$ cat src/rtl/aluctl_defs_pkg.sv
// Shared ALU control encodings: control words, ALUOp classes, funct and opcode values.
// Used by the ALU control issuer, the ALU and the main control unit.
package aluctl_defs;

  localparam int NB_ALUCTL_DEF = 4;

  localparam logic [3:0] CTL_AND     = 4'b0000;
  localparam logic [3:0] CTL_OR      = 4'b0001;
  localparam logic [3:0] CTL_ADD     = 4'b0010;
  localparam logic [3:0] CTL_SUB     = 4'b0110;
  localparam logic [3:0] CTL_SLT     = 4'b0111;
  localparam logic [3:0] CTL_NOR     = 4'b1100;
  localparam logic [3:0] CTL_XOR     = 4'b1101;
  localparam logic [3:0] CTL_ILLEGAL = 4'b1111;

  typedef enum logic [1:0] {
    ALUOP_MEM    = 2'b00,
    ALUOP_BRANCH = 2'b01,
    ALUOP_RTYPE  = 2'b10,
    ALUOP_ITYPE  = 2'b11
  } aluop_e;

  localparam logic [5:0] FN_ADD  = 6'b100000;
  localparam logic [5:0] FN_ADDU = 6'b100001;
  localparam logic [5:0] FN_SUB  = 6'b100010;
  localparam logic [5:0] FN_SUBU = 6'b100011;
  localparam logic [5:0] FN_AND  = 6'b100100;
  localparam logic [5:0] FN_OR   = 6'b100101;
  localparam logic [5:0] FN_XOR  = 6'b100110;
  localparam logic [5:0] FN_NOR  = 6'b100111;
  localparam logic [5:0] FN_SLT  = 6'b101010;
  localparam logic [5:0] FN_SLTU = 6'b101011;

  localparam logic [5:0] OP_ADDI  = 6'b001000;
  localparam logic [5:0] OP_ADDIU = 6'b001001;
  localparam logic [5:0] OP_SLTI  = 6'b001010;
  localparam logic [5:0] OP_ANDI  = 6'b001100;
  localparam logic [5:0] OP_ORI   = 6'b001101;
  localparam logic [5:0] OP_XORI  = 6'b001110;
  localparam logic [5:0] OP_LUI   = 6'b001111;

endpackage

$ cat src/rtl/seg_execute_aluctl_dec.sv
// Combinational ALU control decode: ALUOp/opcode/funct to control word,
// zero-extend request and illegal flag.
module seg_execute_aluctl_dec
  import aluctl_defs::*;
#(
  parameter int LEN_OP    = 6,
  parameter int LEN_FUNCT = 6,
  parameter int NB_ALUOP  = 2,
  parameter int NB_ALUCTL = 4
) (
  input  logic [NB_ALUOP-1:0]  i_ALUOp,
  input  logic [LEN_OP-1:0]    i_opcode,
  input  logic [LEN_FUNCT-1:0] i_funct,
  output logic [NB_ALUCTL-1:0] o_ctl,
  output logic                 o_zero_ext,
  output logic                 o_illegal
);

  // Anything not explicitly recognised falls through to ILLEGAL.
  always_comb begin
    o_ctl      = CTL_ILLEGAL;
    o_zero_ext = 1'b0;
    case (i_ALUOp)
      ALUOP_MEM:    o_ctl = CTL_ADD;
      ALUOP_BRANCH: o_ctl = CTL_SUB;
      ALUOP_RTYPE: begin
        case (i_funct)
          FN_ADD, FN_ADDU: o_ctl = CTL_ADD;
          FN_SUB, FN_SUBU: o_ctl = CTL_SUB;
          FN_AND:          o_ctl = CTL_AND;
          FN_OR:           o_ctl = CTL_OR;
          FN_XOR:          o_ctl = CTL_XOR;
          FN_NOR:          o_ctl = CTL_NOR;
          FN_SLT:          o_ctl = CTL_SLT;
          default:         o_ctl = CTL_ILLEGAL;
        endcase
      end
      default: begin
        case (i_opcode)
          OP_ADDI, OP_ADDIU: o_ctl = CTL_ADD;
          OP_SLTI:           o_ctl = CTL_SLT;
          OP_ANDI: begin
            o_ctl      = CTL_AND;
            o_zero_ext = 1'b1;
          end
          OP_ORI: begin
            o_ctl      = CTL_OR;
            o_zero_ext = 1'b1;
          end
          OP_XORI: begin
            o_ctl      = CTL_XOR;
            o_zero_ext = 1'b1;
          end
          default:           o_ctl = CTL_ILLEGAL;
        endcase
      end
    endcase
  end

  assign o_illegal = (o_ctl == CTL_ILLEGAL);

endmodule

$ cat src/rtl/seg_execute_aluctl.sv
// ID/EX ALU control register: registers the decoded control word with
// flush/stall handling and keeps a saturating count of illegal encodings.
module seg_execute_aluctl
  import aluctl_defs::*;
#(
  parameter int LEN_OP    = 6,
  parameter int LEN_FUNCT = 6,
  parameter int NB_ALUOP  = 2,
  parameter int NB_ALUCTL = 4,
  parameter int NB_ERRCNT = 8
) (
  input  logic                 i_clk,
  input  logic                 i_reset,
  input  logic                 i_valid,
  input  logic                 i_stall,
  input  logic                 i_flush,
  input  logic [NB_ALUOP-1:0]  i_ALUOp,
  input  logic [LEN_OP-1:0]    i_opcode,
  input  logic [LEN_FUNCT-1:0] i_funct,
  output logic [NB_ALUCTL-1:0] o_ALUctl,
  output logic                 o_valid,
  output logic                 o_zero_ext,
  output logic                 o_illegal,
  output logic [NB_ERRCNT-1:0] o_illegal_count
);

  logic [NB_ALUCTL-1:0] w_ctl;
  logic                 w_zero_ext;
  logic                 w_illegal;

  logic [NB_ALUCTL-1:0] r_ctl;
  logic                 r_valid;
  logic                 r_zero_ext;
  logic                 r_illegal;
  logic [NB_ERRCNT-1:0] r_count;

  seg_execute_aluctl_dec #(
    .LEN_OP    (LEN_OP),
    .LEN_FUNCT (LEN_FUNCT),
    .NB_ALUOP  (NB_ALUOP),
    .NB_ALUCTL (NB_ALUCTL)
  ) u_dec (
    .i_ALUOp    (i_ALUOp),
    .i_opcode   (i_opcode),
    .i_funct    (i_funct),
    .o_ctl      (w_ctl),
    .o_zero_ext (w_zero_ext),
    .o_illegal  (w_illegal)
  );

  // Priority reset > flush > stall > load; an invalid load behaves as a bubble.
  always_ff @(posedge i_clk) begin
    if (i_reset) begin
      r_ctl      <= '0;
      r_valid    <= 1'b0;
      r_zero_ext <= 1'b0;
      r_illegal  <= 1'b0;
      r_count    <= '0;
    end else if (i_flush) begin
      r_ctl      <= '0;
      r_valid    <= 1'b0;
      r_zero_ext <= 1'b0;
      r_illegal  <= 1'b0;
    end else if (!i_stall) begin
      r_valid <= i_valid;
      if (i_valid) begin
        r_ctl      <= w_ctl;
        r_zero_ext <= w_zero_ext;
        r_illegal  <= w_illegal;
        if (w_illegal && (r_count != '1)) begin
          r_count <= r_count + 1'b1;
        end
      end else begin
        r_ctl      <= '0;
        r_zero_ext <= 1'b0;
        r_illegal  <= 1'b0;
      end
    end
  end

  assign o_ALUctl        = r_ctl;
  assign o_valid         = r_valid;
  assign o_zero_ext      = r_zero_ext;
  assign o_illegal       = r_illegal;
  assign o_illegal_count = r_count;

endmodule

$ cat config.mk
export PLATFORM = sky130hd
export DESIGN_NAME = seg_execute_aluctl
export DESIGN_NICKNAME = d
export VERILOG_FILES = /design/src/rtl/aluctl_defs_pkg.sv /design/src/rtl/seg_execute_aluctl_dec.sv /design/src/rtl/seg_execute_aluctl.sv
export SDC_FILE = /design/constraint.sdc
export NUM_CORES = 1
export LEC_CHECK = 0
export BUFFER_PORTS_ARGS = -buffer_cell sky130_fd_sc_hd__buf_4
export CORE_MARGIN = 5
export CORE_UTILIZATION = 41
export DETAILED_ROUTE_END_ITERATION = 7
export GPL_TIMING_DRIVEN = 0
export PLACE_DENSITY = 0.7
export SLEW_MARGIN = 20
export SYNTH_ARGS = -nofsm -noshare
export SYNTH_HDL_FRONTEND = slang
export SYNTH_SLANG_ARGS = --single-unit
$ cat constraint.sdc
create_clock -name i_clk -period 2 [get_ports i_clk]
set_input_delay 0.1 -clock i_clk [delete_from_list [all_inputs] [get_ports i_clk]]
set_output_delay 0.1 -clock i_clk [all_outputs]
set_load 0.05 [all_outputs]
## Word level (Yosys, flattened, before mapping)

Cells that the tools add are included.
Widths: inputs -> output; s select.

- Bits in registers: 15
- Logic and storage cells: 44
- Input port bits: 19
- Output and inout bits: 15

- Multiplexer cells: 8
- $add $sub $neg: 1
- Bitwise gates (word level): 2
- Reductions and logical operators: 9
- Eq/ne operators: 19

Operator list:

| kind | count |
|---|---|
| $eq 6x6->1 const B | 9 |
| $eq 6x4->1 const B | 6 |
| $pmux 4 s7 | 1 |
| $pmux 4 s5 | 1 |
| $pmux 4 s3 | 1 |
| $add 8x1->8 const B | 1 |
| $ne 8x8->1 const B | 1 |
| $reduce_or 2->1 | 4 |
| $reduce_or 3->1 | 2 |
| $eq 4x4->1 const B | 1 |
| $mux 1 | 4 |
| $mux 4 | 1 |
| $reduce_and 4->1 | 1 |
| $eq 2x1->1 const B | 1 |
| $eq 2x2->1 const B | 1 |
| $logic_not 2->1 | 1 |
| $not 1->1 | 2 |
| $logic_and 1x1->1 | 1 |

## Depth between registers and ports, before layout

- Word-level depth: 7
- Mapped depth: 8
- Gate-level depth less buffers: 6

## By module

Synthesis repeated with hierarchy kept, for this count alone.

- Cell total of the unflattened synthesis: 95
- Area total of the unflattened synthesis: 849.6 µm²

Modules (own cells, without submodules):

| module | instances | area each (µm²) | cells an instance | sequential area each (µm²) |
|---|---|---|---|---|
| seg_execute_aluctl | 1 | 661.9 | 70 | 300.3 |
| seg_execute_aluctl_dec | 1 | 187.7 | 25 | 0.0 |

## Worst setup path before layout

OpenSTA, ideal clock, no wires.

- Kind: register to register
- From: register r_count[3] (netlist: o_illegal_count[3])
- To: register r_count[5] (netlist: o_illegal_count[5])
- Clock period less this slack: 2275 ps
- Data required time: 1879 ps
- Slack: -275 ps
- Buffers on the path: 1
- Cell stages (with the launch flop): 8
- Data arrival time: 2154 ps
- Setup time: 121 ps
- Cells stage by stage: dfxtp_1 and2_4 and3_4 and4_4 or3_1 buf_2 nor4_1 mux2_2

- Cells in the longest elaborated chain, start to end: 3
- Elaborated cells between the ends (all ways): 4
- Classes of those cells: 1 x add/sub; 1 x eq/ne; 2 x reduce/logical

RTL lines:

| element | line | RTL |
|---|---|---|
| start: declaration | seg_execute_aluctl.sv:35 | `logic [NB_ERRCNT-1:0] r_count;` |
| start signal: assignment | seg_execute_aluctl.sv:71 | `r_count <= r_count + 1'b1;` |
| branches (longest 3 deep; another with $add 8x1->8) | -- |  |

Parallel ways; which one is timed is not known.
A chain may end at the register's enable or synchronous reset.

## Worst setup path after layout

- From: register r_count[3] (netlist: o_illegal_count[3])
- To: register r_count[3] (netlist: o_illegal_count[3])

The elaborated chain is that of the path after synthesis.

==> summary.txt <==
Run status
  • Failing checks: negative setup slack
  • Status: finished with violations

Power and ir drop
  • Power Density: 480 mW/mm²
  • VDD IR-drop max: 418 µV
  • Leak: 0.481 nW

Logic synthesis
  • Yosys warning count: 0
  • Post-Syn Nets: 119
  • Post-Synthesis Cells: 99
  • #FFs+latches synth: 15
  • Synth async-reset ratio: 0%
  • Mapped cell area: 823 µm²
  • Yosys cell types: 37
  • Synth Flop Type: dfxtp_1
  • Syn avg cell area: 8.32 µm²
  • Seq/Total Area, Yosys: 36.5%
  • Post-synth EDFFs: 0

Placed design
  • Routability Congestion: 0.813
  • Hpwl dp: 1620 µm
  • Placed cell count: 157
  • I/O Buffers: 31

Clocking
  • CTS tree: built
  • Clk root buf: clkbuf_4
  • H-tree depth: 1
  • Worst skew pair latency: 280 ps
  • Clk slew on worst S/H paths: 90 ps
  • CTS sink count: 15
  • Hold buffers post-CTS: 0
  • Clock buffer depth: 2
  • TritonCTS buffer count: 3

STA
  • Final setup fails: 5
  • Max Transition Viols Final: 0
  • Period utilisation layout: 103%
  • Final Hold Viols: 0
  • Tightest Pin Transition: 480 ps
  • Min Clock Period, post-route: 2060 ps
  • Setup WS post-layout: -61.3 ps
  • Max-slew headroom: 68.0%
  • Unrepaired setup endpoints after global routing: yes
  • Achievable frequency: 485 MHz
  • Setup Skew: 0.262 ps

Critical path
  • Worst-path cell chain: and2_4 -> and3_4 -> and4_4 -> or3_4 -> buf_6 -> or4_4 -> a21oi_2
  • Setup crit start kind: register
  • CP endpoint kind: register
  • Setup slack, reg-to-reg: -60 ps
  • Critical path fanouts, max: 6
  • Cell family with most CP delay: simple AND/OR/NAND/NOR gates
  • WP buf/inv: 1
  • R2r endpoint: o_illegal_count[3]
  • Max incr delay on CP: 510 ps
  • Reg2reg path depth: 7
  • Critical path class: register to register
  • RR Startpoint: o_illegal_count[3]
  • CP required: 2210 ps
  • Crit-path slowest cell: or4_4
  • Worst Path Arrival: 2270 ps

Route
  • WL/cell: 13.2 µm
  • Routed Antenna Nets: 0
  • Drt pass-1 iters: 4
  • Final wirelength: 2140 µm
  • Drt drc: 0
  • First-iteration detailed-routing DRC count: 9
  • DR vias/cell: 5.28
  • Via count: 860

Floorplanning
  • Num ports: 34
  • Die footprint: 0.00300 mm²
  • Initial Util: 42.4%
  • FP Rows: 16
  • Die X: 54.8 µm
  • Core area: 0.00194 mm²
  • Die Ht: 54.8 µm

Worst hold path
  • Hold Path Class: primary input to register
  • Min-delay src: i_stall
  • Hold Crit Endpoint: o_illegal
  • WHS Path Cells: 3

GRT
  • Initial antenna violation count: 0
  • First-pass GRT wire length: 3350 µm
  • Vias in the first global route: 810
  • Overflow after GRT: 0
  • Tot GR Track Use: 15.7%
  • Largest net degree at the start of global routing: 11

Layout
  • Finished Core Util: 61.5%
  • Final #Nets: 157
  • Share of cells above drive strength 1: 41.9%
  • Ant diodes: 0
  • Area grow syn2layout: 45.1%
  • Layout Cells excl Fill: 163

Flow run
  • Max-cap violation count: 0
-- kinds of logic after synthesis --
| logic type | count (synthesis) | share of synthesized area (%) |
|---|---|---|
| flip-flops | 15 | 36.5 |
| buffers and inverters | 9 | 4.71 |
| XOR/XNOR | 1 | 1.06 |
| AO/OA/AOI/OAI | 29 | 23.9 |
| AND/OR/NAND/NOR | 43 | 31.0 |
| adder cells (fa/ha/maj) | 1 | 1.52 |
| multiplexers | 1 | 1.37 |
-- registers in the layout, indices dropped and copies added, names as in the netlist --
| name | flops |
|---|---|
| o_illegal_count | 8 |
| o_ALUctl | 4 |
| o_illegal | 1 |
| o_valid | 1 |
| o_zero_ext | 1 |
-- synth_stat cells (2+ instances only) --
cell / count / area, µm²
clkbuf_1: 4 / 15.0
nand2_1: 10 / 37.5
or4_1: 4 / 30.0
nand4_1: 2 / 12.5
o31a_1: 2 / 17.5
nor2_1: 4 / 15.0
dfxtp_1: 15 / 300
nand3_1: 5 / 25.0
nand2b_1: 2 / 12.5
nor4_1: 2 / 12.5
nor2b_1: 2 / 12.5
o21ai_0: 4 / 20.0
or3_1: 3 / 18.8
a21oi_1: 12 / 60.1
inv_1: 3 / 11.3
o31ai_1: 4 / 30.0
-- area by class of cell --
class | instances | area [µm²]
multi-input combinational | 75 | 524
fill | 184 | 747
tap | 27 | 33.8
buffer | 6 | 41.3
sequential | 15 | 310
timing repair buffer | 33 | 248
clock buffer | 4 | 26.3
inverter | 3 | 11.3
-- worst max-delay path by stage --
stage / cells after the start / endpoint / startpoint / slack [ps]
global route: 7 / o_illegal_count[3] / o_illegal_count[3] / -90
floorplan: 7 / o_illegal_count[5] / o_illegal_count[3] / -80
CTS: 7 / o_illegal_count[3] / o_illegal_count[3] / -40
detailed placement: 7 / o_illegal_count[5] / o_illegal_count[3] / -80
global placement: 7 / o_illegal_count[5] / o_illegal_count[3] / -70
finish: 7 / o_illegal_count[3] / o_illegal_count[3] / -60
-- timing repair --
action,CTS,global route
buffers inserted,2,0
resized for setup,4,6
pin swaps,8,2
endpoints found under the setup margin,8,6
-- power by group --
| part | switching (W) | internal [W] | total [W] |
|---|---|---|---|
| clock network | 0.0000937 | 0.0000773 | 0.000171 |
| registers | 0.00000187 | 0.000299 | 0.000301 |
| logic | 0.0000536 | 0.0000483 | 0.000102 |
-- layer usage --
layer,global-route usage (%),wire length [µm],vias to the layer above
met3,3.54,70,2
li1,-,-,441
met1,18.7,946,403
met4,6.22,20,0
met5,0,0,-
met2,26.8,1110,14
-- stage by stage --
stage | instance area, µm² | hold WS (ps) | TNS, ps | total power, W | setup slack [ps]
finish | 1190 | 210 | -171 | 0.000574 | -61.3
global route | 1190 | 233 | -393 | 0.000600 | -86.1
detailed placement | 1110 | 449 | -277 | 0.000404 | -84.9
global placement | 1110 | 446 | -234 | 0.000402 | -65.5
floorplan | 843 | 317 | -391 | 0.000359 | -79.9
CTS | 1170 | 206 | -84.5 | 0.000577 | -38.4
-- worst reg2reg max path, cell delays in order (launching register included) --
cell and delay, ps:
dfxtp_4 350, and2_4 150, and3_4 180, and4_4 180
or3_4 360, buf_6 140, or4_4 510, a21oi_2 130
-- layout by cell type (no fill, tap or decap), drive strengths merged, types with 2 or more instances in the layout --
cell	count
inv	3
o31ai	4
and2	2
a21oi	12
dfxtp	15
or3	3
nand4	2
o21ai	4
o31a	2
nor2	4
o21ba	2
nor2b	2
nand2	10
nor4	2
buf	35
nand3	5
nand2b	2
or4	4
clkbuf	8
Power figures use the tool's default switching activity.
